`src/rtl/pipe_stage_pkg.sv`:
```
// Shared pipeline definitions: per-boundary payload bundles and their widths.
// Callers cast these bundles to and from pipe_stage in_data_i/out_data_o.
package pipe_stage_pkg;

    localparam int unsigned XLEN           = 32;
    localparam int unsigned REG_ID_W       = 5;
    localparam int unsigned PIPE_DATA_W_DEF = 40;

    typedef enum logic [2:0] {
        AluAdd,
        AluSub,
        AluAnd,
        AluOr,
        AluXor,
        AluSlt,
        AluSll,
        AluSrl
    } alu_op_e;

    // An all-zero control word must decode as a NOP downstream.
    typedef struct packed {
        logic    reg_write;
        logic    mem_read;
        logic    mem_write;
        logic    branch;
        logic    alu_src;
        alu_op_e alu_op;
    } ctrl_t;

    typedef struct packed {
        logic [XLEN-1:0] pc;
        logic [XLEN-1:0] instr;
    } if_id_bundle_t;

    typedef struct packed {
        ctrl_t               ctrl;
        logic [XLEN-1:0]     rs_val;
        logic [XLEN-1:0]     rd_val;
        logic [XLEN-1:0]     imm_val;
        logic [REG_ID_W-1:0] rs;
        logic [REG_ID_W-1:0] rd;
    } id_ex_bundle_t;

    typedef struct packed {
        ctrl_t               ctrl;
        logic [XLEN-1:0]     alu_res;
        logic [XLEN-1:0]     store_val;
        logic [REG_ID_W-1:0] rd;
    } ex_mem_bundle_t;

    typedef struct packed {
        ctrl_t               ctrl;
        logic [XLEN-1:0]     wb_val;
        logic [REG_ID_W-1:0] rd;
    } mem_wb_bundle_t;

    localparam int unsigned IF_ID_W  = $bits(if_id_bundle_t);
    localparam int unsigned ID_EX_W  = $bits(id_ex_bundle_t);
    localparam int unsigned EX_MEM_W = $bits(ex_mem_bundle_t);
    localparam int unsigned MEM_WB_W = $bits(mem_wb_bundle_t);

endpackage

```
`src/rtl/pipe_stage_sat_counter.sv`:
```
// Saturating up-counter with synchronous active-high reset.
module sat_counter #(
    parameter int unsigned W = 16
) (
    input  logic         clk_i,
    input  logic         reset_i,
    input  logic         inc_i,
    output logic [W-1:0] count_o
);

    logic [W-1:0] count_q;

    always_ff @(posedge clk_i) begin
        if (reset_i) begin
            count_q <= '0;
        end else if (inc_i && (count_q != '1)) begin
            count_q <= count_q + 1'b1;
        end
    end

    assign count_o = count_q;

endmodule

```
`src/rtl/pipe_stage.sv`:
```
// Generic flow-controlled pipeline register with flush-to-bubble, optional
// two-entry skid buffer and a saturating bubble counter.
module pipe_stage
    import pipe_stage_pkg::*;
#(
    parameter int unsigned DATA_W = PIPE_DATA_W_DEF,
    parameter bit          SKID   = 1'b1,
    parameter int unsigned CNT_W  = 16
) (
    input  logic              clk_i,
    input  logic              reset_i,
    input  logic              in_valid_i,
    output logic              in_ready_o,
    input  logic [DATA_W-1:0] in_data_i,
    input  logic              flush_i,
    output logic              out_valid_o,
    input  logic              out_ready_i,
    output logic [DATA_W-1:0] out_data_o,
    output logic [CNT_W-1:0]  bubble_cnt_o
);

    logic              main_valid_q, main_valid_d;
    logic [DATA_W-1:0] main_data_q, main_data_d;
    logic              in_ready;
    logic              in_fire;
    logic              out_fire;

    assign in_fire  = in_valid_i && in_ready;
    assign out_fire = main_valid_q && out_ready_i;

    if (SKID) begin : g_skid
        logic              skid_valid_q, skid_valid_d;
        logic [DATA_W-1:0] skid_data_q, skid_data_d;

        always_comb begin
            main_valid_d = main_valid_q;
            main_data_d  = main_data_q;
            skid_valid_d = skid_valid_q;
            skid_data_d  = skid_data_q;
            if (flush_i) begin
                main_valid_d = 1'b0;
                main_data_d  = '0;
                skid_valid_d = 1'b0;
                skid_data_d  = '0;
            end else if (!main_valid_q) begin
                if (in_fire) begin
                    main_valid_d = 1'b1;
                    main_data_d  = in_data_i;
                end
            end else if (skid_valid_q) begin
                // in_ready is low here, so only the drain can happen.
                if (out_fire) begin
                    main_data_d  = skid_data_q;
                    skid_valid_d = 1'b0;
                    skid_data_d  = '0;
                end
            end else if (in_fire && out_fire) begin
                main_data_d = in_data_i;
            end else if (in_fire) begin
                skid_valid_d = 1'b1;
                skid_data_d  = in_data_i;
            end else if (out_fire) begin
                main_valid_d = 1'b0;
                main_data_d  = '0;
            end
        end

        always_ff @(posedge clk_i) begin
            if (reset_i) begin
                skid_valid_q <= 1'b0;
                skid_data_q  <= '0;
            end else begin
                skid_valid_q <= skid_valid_d;
                skid_data_q  <= skid_data_d;
            end
        end

        assign in_ready = !skid_valid_q;
    end else begin : g_noskid
        always_comb begin
            main_valid_d = main_valid_q;
            main_data_d  = main_data_q;
            if (flush_i) begin
                main_valid_d = 1'b0;
                main_data_d  = '0;
            end else if (in_fire) begin
                main_valid_d = 1'b1;
                main_data_d  = in_data_i;
            end else if (out_fire) begin
                main_valid_d = 1'b0;
                main_data_d  = '0;
            end
        end

        assign in_ready = !main_valid_q || out_ready_i;
    end

    always_ff @(posedge clk_i) begin
        if (reset_i) begin
            main_valid_q <= 1'b0;
            main_data_q  <= '0;
        end else begin
            main_valid_q <= main_valid_d;
            main_data_q  <= main_data_d;
        end
    end

    sat_counter #(
        .W(CNT_W)
    ) u_bubble_cnt (
        .clk_i  (clk_i),
        .reset_i(reset_i),
        .inc_i  (out_ready_i && !main_valid_q),
        .count_o(bubble_cnt_o)
    );

    assign in_ready_o  = in_ready;
    assign out_valid_o = main_valid_q;
    assign out_data_o  = main_data_q;

endmodule

```
`config.mk`:
```
export PLATFORM = sky130hd
export DESIGN_NAME = pipe_stage
export DESIGN_NICKNAME = d
export VERILOG_FILES = /design/src/rtl/pipe_stage_pkg.sv /design/src/rtl/pipe_stage_sat_counter.sv /design/src/rtl/pipe_stage.sv
export SDC_FILE = /design/constraint.sdc
export NUM_CORES = 1
export LEC_CHECK = 0
export ABC_AREA = 1
export CAP_MARGIN = 0
export CORE_MARGIN = 5
export CORE_UTILIZATION = 52
export DETAILED_ROUTE_END_ITERATION = 10
export DONT_BUFFER_PORTS = 1
export PLACE_DENSITY = 0.71
export SYNTH_ARGS = -nofsm -noshare
export SYNTH_HDL_FRONTEND = slang
export SYNTH_SLANG_ARGS = --single-unit
```
`constraint.sdc`:
```
create_clock -name clk_i -period 1.7 [get_ports clk_i]
set_input_delay 0 -clock clk_i [delete_from_list [all_inputs] [get_ports clk_i]]
set_output_delay 0 -clock clk_i [all_outputs]
set_load 0.005 [all_outputs]
```
---- Word-level counts from Yosys, hierarchy flattened ----
Index checks and enable logic that the tools add are counted.
word-level totals
  register bits after elaboration ......... 98
  latch bits .............................. 0
  memory bits (writable) .................. 0
  bits in read-only memories .............. 0
  input port bits ......................... 45
  word-level logic and storage cells ...... 41
  memories ................................ 0
operators by class
  $add $sub $neg .......................... 1
  multipliers ............................. 0
  div/mod/pow operators ................... 0
  order comparisons ....................... 0
  eq/ne operators ......................... 5
  shifts and indexed selects .............. 0
  multiplexer cells ....................... 17
  bitwise logic cells ..................... 0
  reduce and logical (&&, ||, !) cells .... 13
operators with widths
  kind                   count
  $mux 40                9
  $add 16x1->16 const B  1
  $ne 16x16->1 const B   1
  $mux 1                 8
  $reduce_and 4->1       2
  $logic_and 1x1->1      5
  $ne 2x2->1 const B     2
  $ne 4x2->1 const B     1
  $reduce_bool 2->1      2
  $reduce_bool 4->1      1
  $ne 3x3->1 const B     1
  $logic_not 1->1        2
  $reduce_or 2->1        1

---- Logic depth before layout (Yosys ltp) ----
  depth in word-level cells ............... 6
  mapped depth ............................ 9
  gate-level depth less buffers ........... 9

---- Modules after synthesis ----
From an unflattened synthesis, not the netlist that was laid out.
unflattened totals
  cells, all modules ...................... 654
  area total of the unflattened synthesis .. 4565.6 µm²
modules (own cells, without submodules)
  module       times used  cells an instance  area each (µm²)
  pipe_stage   1           505                3636.0
  sat_counter  1           149                929.6

---- Worst setup path before layout ----
OpenSTA, ideal clock, no wires.
  path kind ............................... flip-flop to flip-flop
  from .................................... register u_bubble_cnt.count_q[0], in the netlist u_bubble_cnt.count_o[0]
  to ...................................... register u_bubble_cnt.count_q[11], in the netlist u_bubble_cnt.count_o[11]
  setup time .............................. 0.132 ns
  arrival ................................. 1.385 ns
  required time ........................... 1.568 ns
  slack ................................... 0.183 ns
  cell stages (with the launch flop) ...... 10
  period minus slack after synthesis ...... 1.517 ns
  path through ............................ dfxtp_1 > ha_1 > nand2_1 > nor2_1 > nand2_1 > nor2_2 > nor2_4 > buf_6 > nand2_1 > a21oi_1
on the way
  longest elaborated chain between the ends .. 2
ends and longest elaborated chain
  element                                                                RTL line                      text
  start: declaration                                                     pipe_stage_sat_counter.sv:11  logic [W-1:0] count_q;
  start signal: assignment                                               pipe_stage_sat_counter.sv:17  count_q <= count_q + 1'b1;
  parallel branches: the longest is 2 deep, another holds $add 16x1->16  -
Several ways; the timed one is not identified.
A chain may end at the register's enable or synchronous reset.

---- Worst setup path after layout ----
  from .................................... register u_bubble_cnt.count_q[6], in the netlist u_bubble_cnt.count_o[6]
  to ...................................... register u_bubble_cnt.count_q[15], in the netlist u_bubble_cnt.count_o[15]
The elaborated chain is that of the path after synthesis.

==> flow_summary.toml <==
[global_routing]
grt_pass1_wl_mm = 18.8
grt_overflow = 0
grt_pass1_vias = 4051
grt_use_total_pct = 22.7
grt_antenna_before_repair = 1
grt_max_degree = 67

[placed_design]
gp_congestion = 0.816
numPortBuffers = 0
hpwl_mm = 7.19
place_ws_ns = 0.00888

[run]
drv_cap = 0

[worst_setup_path]
r2r_setup_slack_ns = 0.11
rr_startpoint = "u_bubble_cnt.count_o[6]"
worstPathRequired_ns = 1.96
critPathLaunch = "u_bubble_cnt.count_o[6]"
end_kind = "register"
arrival_ns = 1.85
reg2reg_depth = 7
critPathSlowestCell = "dfxtp_1"
max_stage_delay_ns = 0.43
crit_end = "u_bubble_cnt.count_o[15]"
cp_cell_sequence = "nand2_1, nor2_1, nand2_2, nor2_4, nor2_2, a21oi_1, nor2_1"
r2r_end = "u_bubble_cnt.count_o[15]"
crit_type = "reg2reg"
cp_max_fo = 8
worst_setup_path_start_kind = "register"
crit_top_cell = "nor2_1"

[die]
dieArea_um2 = 10000
initial_core_util_pct = 52.3
core-area_um2 = 8090
die_width_um = 100
io_pins = 103
rows = 33
dieHeight_um = 100

[synth]
synth_adder_area_share_pct = 0.296
syn-cell-area_um2 = 4230
synth_seq_cells = 98
synth-xor-area-share_pct = 1.24
synth-compound-area-share_pct = 17.1
synth_top_family_by_area = "simple AND/OR/NAND/NOR gates"
avgSynthCellArea_um2 = 7.02
synth_simple_gate_area_share_pct = 29.2
syn_nets = 649
ys_warn_count = 0
ys_seq_area_share_pct = 46.3
synth_cell_types = 25
synth_cells = 603
muxShareOfSynthArea_pct = 0

[timing]
max_freq_ghz = 0.630
fin_ws_ns = 0.112
period_share_pct = 93.4
finalCriticalPeriod_ns = 1.59
worstMarginPinSlew_ns = 0.716
finalHoldViolCount = 4
finalClockSkew_ns = 0.0121
setup-violations-final = 0
hold_slack_ns = -0.0122
maxSlewHeadroom_pct = 52.2
finalMaxSlewViolations = 0

[drt]
drc = 0
wirelength_mm = 11.6
drt_iter0_markers = 225
viasPerCell = 5.59
vias = 4227
ant_nets = 0
drtPass1Iterations = 5
wl_per_cell_um = 15.4

[clocking]
post_cts_buffers = 0
clk_pin_slew_ns = 0.10
clk_path_buf_depth = 2
htree_num_levels = 3
clock_sinks = 98
cts_tree = "yes"
cts_buffers = 9
clock_latency_ns = 0.37
clock-root-buffer = "clkbuf_8"

[cells_and_area]
fill_cells = 748
fin_nets = 692
drive_above_1_share_pct = 9.08
syn2layout_area_growth_pct = 20.2

[min_path]
hold_start = "out_ready_i"
hold_class = "in2reg"

[power]
leakagePower_nw = 1.83
ir_drop_v = 0.000447
finalPower_mw = 4.21
p_per_area_nw_per_um2 = 827

[status]
status = "finished with violations"
violations = "negative hold slack"
[state kept, by name (all words and copies together) (netlist names)]
signal,flops
out_data_o,40
out_valid_o,1
g_skid.skid_valid_q,1
g_skid.skid_data_q,40
u_bubble_cnt.count_o,16
[synthesized netlist by cell type]
cell | count | area [um2]
nand2_1 | 175 | 657
dfxtp_1 | 98 | 1960
a21oi_1 | 93 | 465
nor2_1 | 67 | 251
nand3_1 | 50 | 250
o21ai_0 | 35 | 175
clkbuf_1 | 20 | 75.1
buf_2 | 16 | 80.1
inv_1 | 14 | 52.6
o21ai_1 | 7 | 35.0
nand4_1 | 5 | 31.3
xor2_1 | 4 | 35.0
nor2_2 | 3 | 18.8
buf_6 | 2 | 22.5
inv_2 | 2 | 7.51
o21ai_4 | 2 | 32.5
xnor2_1 | 2 | 17.5
a31oi_1 | 1 | 6.26
buf_1 | 1 | 3.75
buf_4 | 1 | 7.51
ha_1 | 1 | 12.5
nand3b_1 | 1 | 7.51
nor2_4 | 1 | 11.3
nor3b_1 | 1 | 7.51
o21ai_2 | 1 | 8.76
[placed cells by master (no fill, tap or decap)]
cell type and n:
a21oi_1 93, a31oi_1 1, buf_12 2, buf_4 21, buf_6 1, clkbuf_1 1, clkbuf_8 10, clkinv_2 1
clkinv_4 1, clkinvlp_4 2, dfxtp_1 96, dfxtp_2 2, diode_2 1, dlygate4sd3_1 44, ha_1 1, inv_1 14
inv_2 2, nand2_1 174, nand2_2 1, nand3_1 50, nand3b_1 1, nand4_1 5, nor2_1 64, nor2_2 5
nor2_4 3, nor3b_1 1, o21ai_0 34, o21ai_1 6, o21ai_2 2, o21ai_4 6, xnor2_1 2, xor2_1 4
[routing by layer]
| metal | GRT usage [%] | up-vias | part of all wire (%) |
|---|---|---|---|
| met5 | 0 | - | 0 |
| met1 | 27.5 | 1998 | 43 |
| met3 | 6.39 | 20 | 7.3 |
| met2 | 37.5 | 132 | 48 |
| met4 | 10.2 | 0 | 2.0 |
| li1 | - | 2077 | - |
[worst max-delay path, delay by kind of cell (launching register included)]
family / cells / cell delay, ns
AOI/OAI and AO/OA: 1 / 0.15
and+or+nand+nor: 6 / 0.89
DFF: 1 / 0.43
[report_power, final]
part	total, mW	switching (mW)	internal (mW)
clock network	1.36	0.797	0.565
logic	0.451	0.273	0.177
registers	2.40	0.0449	2.35
[logic make-up after synthesis]
kind of cell / Yosys count
XOR/XNOR: 6
AND/OR/NAND/NOR: 303
adder cells (fa/ha/maj): 1
AO/OA/AOI/OAI: 139
buffers and inverters: 56
flip-flops: 98
[repair_timing]
action / CTS / global route
endpoints found under the setup margin: 0 / 50
resized for setup: 0 / 9
hold buffers: 43 / 1
endpoints found under the hold margin: 98 / 20
[per-stage QoR]
stage	area [um2]	TNS, ns	instances	util (%)
after floorplan	4230	0	603	-
after global placement	4410	0	692	54.5
after detailed placement	4410	0	692	54.5
after CTS	5010	0	750	61.9
after global routing	5090	-0.0366	756	62.9
final	5090	0	756	62.9
[cell type report]
type	instances	area, um2	area share (%)
multi-input combinational	453	2110	41.5
sequential	98	1960	38.6
timing repair buffer	68	649	12.8
clock buffer	11	141	2.78
tap	105	131	2.58
inverter	16	60.1	1.18
clock inverter	4	28.8	0.565
antenna	1	2.50	0.0492
[worst min-delay path by stage]
stage / cells after the start / to / slack [ns]
global route: 3 / g_skid.skid_data_q[17] / 0.008
finish: 3 / g_skid.skid_data_q[1] / -0.01
floorplan: 1 / u_bubble_cnt.count_o[8] / 0.08
CTS: 4 / out_valid_o / 0.01
detailed placement: 1 / u_bubble_cnt.count_o[4] / 0.07
global placement: 1 / u_bubble_cnt.count_o[2] / 0.07
Power figures use the tool's default switching activity.
